==> src/rtl/seg_pkg.sv <==
// Shared constants and types for the 7-segment display scan path.
package seg_pkg;

  localparam int unsigned DIGIT_W        = 4;
  localparam int unsigned NUM_DIGITS_DEF = 8;
  localparam int unsigned DIV_DEF        = 1000;

  typedef logic [DIGIT_W-1:0] digit_t;

endpackage

==> src/rtl/scan_tick_gen.sv <==
// Slot divider: asserts tick during the last cycle of every DIV-cycle digit slot.
module scan_tick_gen
  import seg_pkg::*;
#(
  parameter int unsigned DIV = DIV_DEF
) (
  input  logic clk,
  input  logic rst_n,
  output logic tick
);

  localparam int unsigned   CW   = (DIV > 1) ? $clog2(DIV) : 1;
  localparam logic [CW-1:0] LAST = CW'(DIV - 1);

  logic [CW-1:0] div_cnt;

  assign tick = (div_cnt == LAST);

  // Count 0..DIV-1 and restart on the tick cycle.
  always_ff @(posedge clk or negedge rst_n) begin
    if (!rst_n) begin
      div_cnt <= '0;
    end else if (tick) begin
      div_cnt <= '0;
    end else begin
      div_cnt <= div_cnt + 1'b1;
    end
  end

endmodule

==> src/rtl/hex_digit_scan.sv <==
// Multiplexed hex display scanner: double-buffered value, one-hot digit select
// and leading-zero blanking feeding the 7-segment decoder.
module hex_digit_scan
  import seg_pkg::*;
#(
  parameter int unsigned NUM_DIGITS = NUM_DIGITS_DEF,
  parameter int unsigned DIV        = DIV_DEF
) (
  input  logic                          clk,
  input  logic                          rst_n,
  input  logic                          load,
  input  logic [DIGIT_W*NUM_DIGITS-1:0] data,
  input  logic                          blank_lz,
  output logic [DIGIT_W-1:0]            dig_val,
  output logic                          dig_en,
  output logic [NUM_DIGITS-1:0]         dig_sel,
  output logic                          frame_done
);

  localparam int unsigned   IW       = $clog2(NUM_DIGITS);
  localparam int unsigned   DW       = DIGIT_W * NUM_DIGITS;
  localparam logic [IW-1:0] IDX_LAST = IW'(NUM_DIGITS - 1);

  logic                  tick;
  logic                  boundary;
  logic [IW-1:0]         idx;
  logic [IW-1:0]         idx_nxt;
  logic [DW-1:0]         stage;
  logic [DW-1:0]         disp;
  logic [DW-1:0]         disp_nxt;
  logic                  pending;
  logic                  pending_nxt;
  logic [NUM_DIGITS-1:0] blank;
  logic [NUM_DIGITS-1:0] sel_nxt;
  digit_t                val_nxt;
  logic                  en_nxt;

  scan_tick_gen #(
    .DIV (DIV)
  ) u_tick (
    .clk   (clk),
    .rst_n (rst_n),
    .tick  (tick)
  );

  // Next digit index and double-buffer transfer; a load on the boundary edge bypasses staging.
  always_comb begin
    boundary    = tick && (idx == IDX_LAST);
    idx_nxt     = idx;
    disp_nxt    = disp;
    pending_nxt = pending;
    if (tick) begin
      idx_nxt = boundary ? '0 : idx + 1'b1;
    end
    if (boundary) begin
      if (load) begin
        disp_nxt = data;
      end else if (pending) begin
        disp_nxt = stage;
      end
      pending_nxt = 1'b0;
    end else if (load) begin
      pending_nxt = 1'b1;
    end
  end

  // Blank digit i when blanking is on, i > 0 and every digit from the top down to i is zero.
  always_comb begin
    logic zero_above;
    zero_above = 1'b1;
    blank      = '0;
    for (int unsigned j = 0; j < NUM_DIGITS; j++) begin
      int unsigned i;
      i          = NUM_DIGITS - 1 - j;
      zero_above = zero_above && (disp_nxt[i*DIGIT_W +: DIGIT_W] == '0);
      blank[i]   = blank_lz && (i != 0) && zero_above;
    end
  end

  // Select, value and enable for the digit that becomes current on this edge.
  always_comb begin
    sel_nxt = '0;
    val_nxt = '0;
    en_nxt  = 1'b1;
    for (int unsigned i = 0; i < NUM_DIGITS; i++) begin
      if (idx_nxt == IW'(i)) begin
        sel_nxt[i] = 1'b1;
        val_nxt    = disp_nxt[i*DIGIT_W +: DIGIT_W];
        en_nxt     = !blank[i];
      end
    end
  end

  // Scan state and buffers; reset discards any pending load.
  always_ff @(posedge clk or negedge rst_n) begin
    if (!rst_n) begin
      idx     <= '0;
      stage   <= '0;
      disp    <= '0;
      pending <= 1'b0;
    end else begin
      idx     <= idx_nxt;
      disp    <= disp_nxt;
      pending <= pending_nxt;
      if (load) begin
        stage <= data;
      end
    end
  end

  // Output registers. idx and disp only move on tick edges, so refreshing only
  // on ticks is equivalent and makes blank_lz take effect at the next tick.
  always_ff @(posedge clk or negedge rst_n) begin
    if (!rst_n) begin
      dig_sel    <= NUM_DIGITS'(1);
      dig_val    <= '0;
      dig_en     <= 1'b1;
      frame_done <= 1'b0;
    end else begin
      frame_done <= boundary;
      if (tick) begin
        dig_sel <= sel_nxt;
        dig_val <= val_nxt;
        dig_en  <= en_nxt;
      end
    end
  end

endmodule

==> config.mk <==
export PLATFORM = sky130hd
export DESIGN_NAME = hex_digit_scan
export DESIGN_NICKNAME = d
export VERILOG_FILES = /design/src/rtl/seg_pkg.sv /design/src/rtl/scan_tick_gen.sv /design/src/rtl/hex_digit_scan.sv
export SDC_FILE = /design/constraint.sdc
export NUM_CORES = 1
export LEC_CHECK = 0
export CORE_ASPECT_RATIO = 1.25
export CORE_MARGIN = 3
export CORE_UTILIZATION = 40
export CTS_BUF_LIST = sky130_fd_sc_hd__clkbuf_8
export CTS_CLUSTER_DIAMETER = 150
export DETAILED_ROUTE_END_ITERATION = 8
export SLEW_MARGIN = 20
export SYNTH_ARGS = -nofsm -noshare
export SYNTH_HDL_FRONTEND = slang
export SYNTH_SLANG_ARGS = --single-unit
==> constraint.sdc <==
create_clock -name clk -period 2.7 [get_ports clk]
set_input_delay 0.54 -clock clk [delete_from_list [all_inputs] [get_ports clk]]
set_output_delay 0.54 -clock clk [all_outputs]
set_load 0.02 [all_outputs]
==> summary.txt <==
Outcome
  • Status: finished, final reports clean

Clock tree
  • Root Driver: clkbuf_8
  • Inserted Clock Buffers: 9
  • H-tree Lvls: 3
  • Clock latency on the worst-skew pair: 0.37 ns
  • Bufs on Longest Clock Path: 2
  • CTS tree: built
  • Clk sink count: 92
  • CTS clk-pin slew, worst paths: 0.09 ns

Critical path
  • Reg-to-reg startpoint: u_tick.div_cnt[0]$_DFF_PN0_
  • Slowest stage delay, CP: 0.64 ns
  • RR Endpoint: dig_val[1]$_DFFE_PN0N_
  • R2r setup slk: 0.10 ns
  • Crit-path leading delay family: simple AND/OR/NAND/NOR gates
  • Startpoint type of the worst setup path: flip-flop
  • Req. time, crit path: 2.93 ns
  • CP bufs+invs: 2
  • Arrival @ worst endpoint: 2.83 ns
  • Cells along the critical path: ha_4, nand3b_4, or4_4, buf_4, buf_4, mux2_2, mux2_2, nand2_1, a31oi_1
  • Crit. End Element: flip-flop
  • Worst Path Max Fanout: 7
  • Setup crit start: u_tick.div_cnt[0]$_DFF_PN0_
  • R2r worst-path depth: 9
  • WS Path Type: reg2reg
  • Crit-path slowest cell: or4_4

Timing
  • Final Hold Vio Count: 0
  • Worst Tran Pin Value: 0.540 ns
  • Max frequency: 0.385 GHz
  • Final worst-path cycle share: 0.963
  • Worst Skew: 0.0129 ns
  • Headroom to the max-slew limit: 0.640
  • Fin crit period: 2.60 ns
  • Setup-failing EPs final: 0
  • Unrepaired setup endpoints after global routing: no
  • Slew Limit Fails: 0

Power
  • Net Sw Power: 0.590 mW
  • Clock share of power: 0.348
  • Int Power: 1.91 mW
  • Combinational power share: 0.076
  • Flop pwr share: 0.576
  • Worst vdd ir: 0.000217 V
  • Sw Ratio: 0.236
  • Power Total: 2.50 mW
  • Pwr Density: 476 nW/um2
  • Leakage: 2.49 nW

Global routing
  • Gr usage total: 0.177
  • Number of global-route vias before repair: 3,226
  • Initial antenna violation count: 0
  • Largest net degree at the start of global routing: 41
  • GRT Residual Overflow: 0
  • Wire length of the first global-routing pass: 16,500 um

Yosys
  • Number of synthesized register bits: 92
  • Synth top cells by count: 90 x dfrtp_1, 42 x mux2_2, 37 x nand2_1, 23 x inv_1, 21 x nor2_1
  • Mean Syn Cell Area: 11.0 um2
  • Sequential-to-total area share from yosys stat: 0.537
  • Syn. warnings: 0
  • Area leader, netlist: dfrtp_1
  • Synthesized area: 4290 um2
  • Syn Inst Count: 390
  • Top_reg_cell synth: dfrtp_1
  • Post-synth EDFFs: 0
  • Syn_nets: 429
  • Top-area cell type share of the netlist area: 0.525
  • Async set or reset register ratio after synthesis: 1.00
  • Most common cell in the netlist: dfrtp_1
  • Largest cells by area after synthesis: dfrtp_1 53%, mux2_2 11%, nand2_1 3.2%, mux2i_1 3.0%, o21ai_0 2.1%
  • Yosys cell types: 56

Final layout
  • Final Util: 0.513
  • Layout overhead on the synthesized area: 22.8%
  • Share of cells above drive strength 1: 0.213
  • Layout fillers: 945
  • Register area: 2300 um2
  • Final #Nets: 498
  • Area used by multi-input combinational logic: 1830 um2
  • Ant diodes: 0

Floorplanning
  • Die X: 98.6 um
  • Starting Density: 0.418
  • Die height: 122 um
  • Die Area: 12,000 um2
  • Std cell rows: 41
  • Io pins: 50
  • Core area: 10,300 um2

Route
  • Vias per inst: 5.33
  • Total number of vias: 3,160
  • Wire per inst: 17.0 um
  • Pre-antenna DRT Iters: 4
  • DRT iter0 DRCs: 123
  • Number of nets with antenna violations after routing: 0
  • Final WL: 10,100 um
  • Remaining DRCs: 0

Placement
  • # port buffers: 49
  • DP HPWL: 7380 um
  • Gpl congestion: 0.888

Min path
  • Hold crit path type: in2async

Flow run
  • Max-Cap Viols: 0
==> metrics by stage <==
| stage | TNS [ns] | hold WS (ns) | instance area [um2] | setup slack [ns] | cells |
|---|---|---|---|---|---|
| 3_5_place_dp | -0.0277 | 0.460 | 5030 | -0.0277 | 573 |
| 3_3_place_gp | 0 | 0.453 | 5030 | 0.0131 | 573 |
| 4_1_cts | 0 | 0.150 | 5230 | 0.0209 | 589 |
| 5_1_grt | 0 | 0.163 | 5270 | 0.00660 | 593 |
| 2_1_floorplan | 0 | 0.244 | 4290 | 0.0184 | 390 |
| 6_report | 0 | 0.144 | 5270 | 0.100 | 593 |
==> per-layer routing <==
metal / vias to the layer above / wire length, um / GRT usage
met5: - / 0 / 0
met4: 0 / 150 / 0.0615
met3: 10 / 385 / 0.0458
met2: 65 / 4990 / 0.288
met1: 1547 / 4590 / 0.230
li1: 1538 / - / -
==> worst max-delay path by stage <==
stage,endpoint,cells past startpoint
floorplan,dig_val[0]$_DFFE_PN0N_,11
global placement,dig_val[1]$_DFFE_PN0N_,8
detailed placement,dig_val[1]$_DFFE_PN0N_,8
CTS,dig_val[1]$_DFFE_PN0N_,8
global route,dig_val[1]$_DFFE_PN0N_,9
finish,dig_val[1]$_DFFE_PN0N_,9
==> timing repair <==
| action | 4_1_cts | 5_1_grt |
|---|---|---|
| setup buffers | 0 | 4 |
| endpoints found under the setup margin | 1 | 2 |
| cloned | 0 | 0 |
| hold buffers | 0 | 0 |
| hold endpoints to repair | 0 | 0 |
| pin swaps | 0 | 1 |
| gates resized for setup | 1 | 3 |
==> power groups by stage <==
stage	clock network (mW)	logic (mW)	registers, mW
after floorplan	0	0.0871	1.47
after global placement	0	0.194	1.47
after detailed placement	0	0.197	1.47
after CTS	0.910	0.197	1.44
after global routing	0.970	0.213	1.45
final	0.871	0.191	1.44
==> logic make-up after synthesis <==
family	count (synthesis)	synth area share
compound gates	75	0.115
xor+xnor	6	0.0123
fa+ha+maj	3	0.00875
buf+inv	41	0.0406
flops	92	0.537
mux	55	0.141
simple gates	118	0.145
==> state kept, by name (all words and copies together), names as in the netlist <==
| register | count |
|---|---|
| u_tick.div_cnt | 10 |
| disp | 32 |
| dig_sel | 8 |
| frame_done | 1 |
| dig_val | 4 |
| idx | 3 |
| dig_en | 1 |
| stage | 32 |
| pending | 1 |
==> layout make-up <==
cell class                      count  area share
Tap cell                          129      0.0307
Sequential cell                    92       0.438
Clock inverter                      5     0.00689
Inverter                           23      0.0164
Clock buffer                       11      0.0288
Timing Repair Buffer               76       0.133
Multi-Input combinational cell    257       0.347
==> placed cells by master, fill, tap and decap left out, types with 3 or more instances in the layout <==
cell type / netlist / final
dfrtp_1: 90 / 90
clkdlybuf4s50_1: 0 / 47
mux2_2: 42 / 42
nand2_1: 37 / 37
buf_4: 0 / 27
inv_1: 23 / 24
nor2_1: 21 / 21
o21ai_0: 18 / 17
a21oi_1: 15 / 15
mux2i_1: 13 / 13
clkbuf_8: 0 / 11
nand3_1: 10 / 10
nand4_1: 8 / 8
nor4_1: 8 / 8
o22ai_1: 8 / 8
nor2b_1: 7 / 7
a31oi_1: 6 / 6
o41ai_1: 4 / 4
xor2_1: 4 / 4
o22a_1: 4 / 4
nor3_1: 5 / 4
nand3b_1: 3 / 3
or4_1: 3 / 3
No activity file was read; power rests on OpenSTA's default activity.
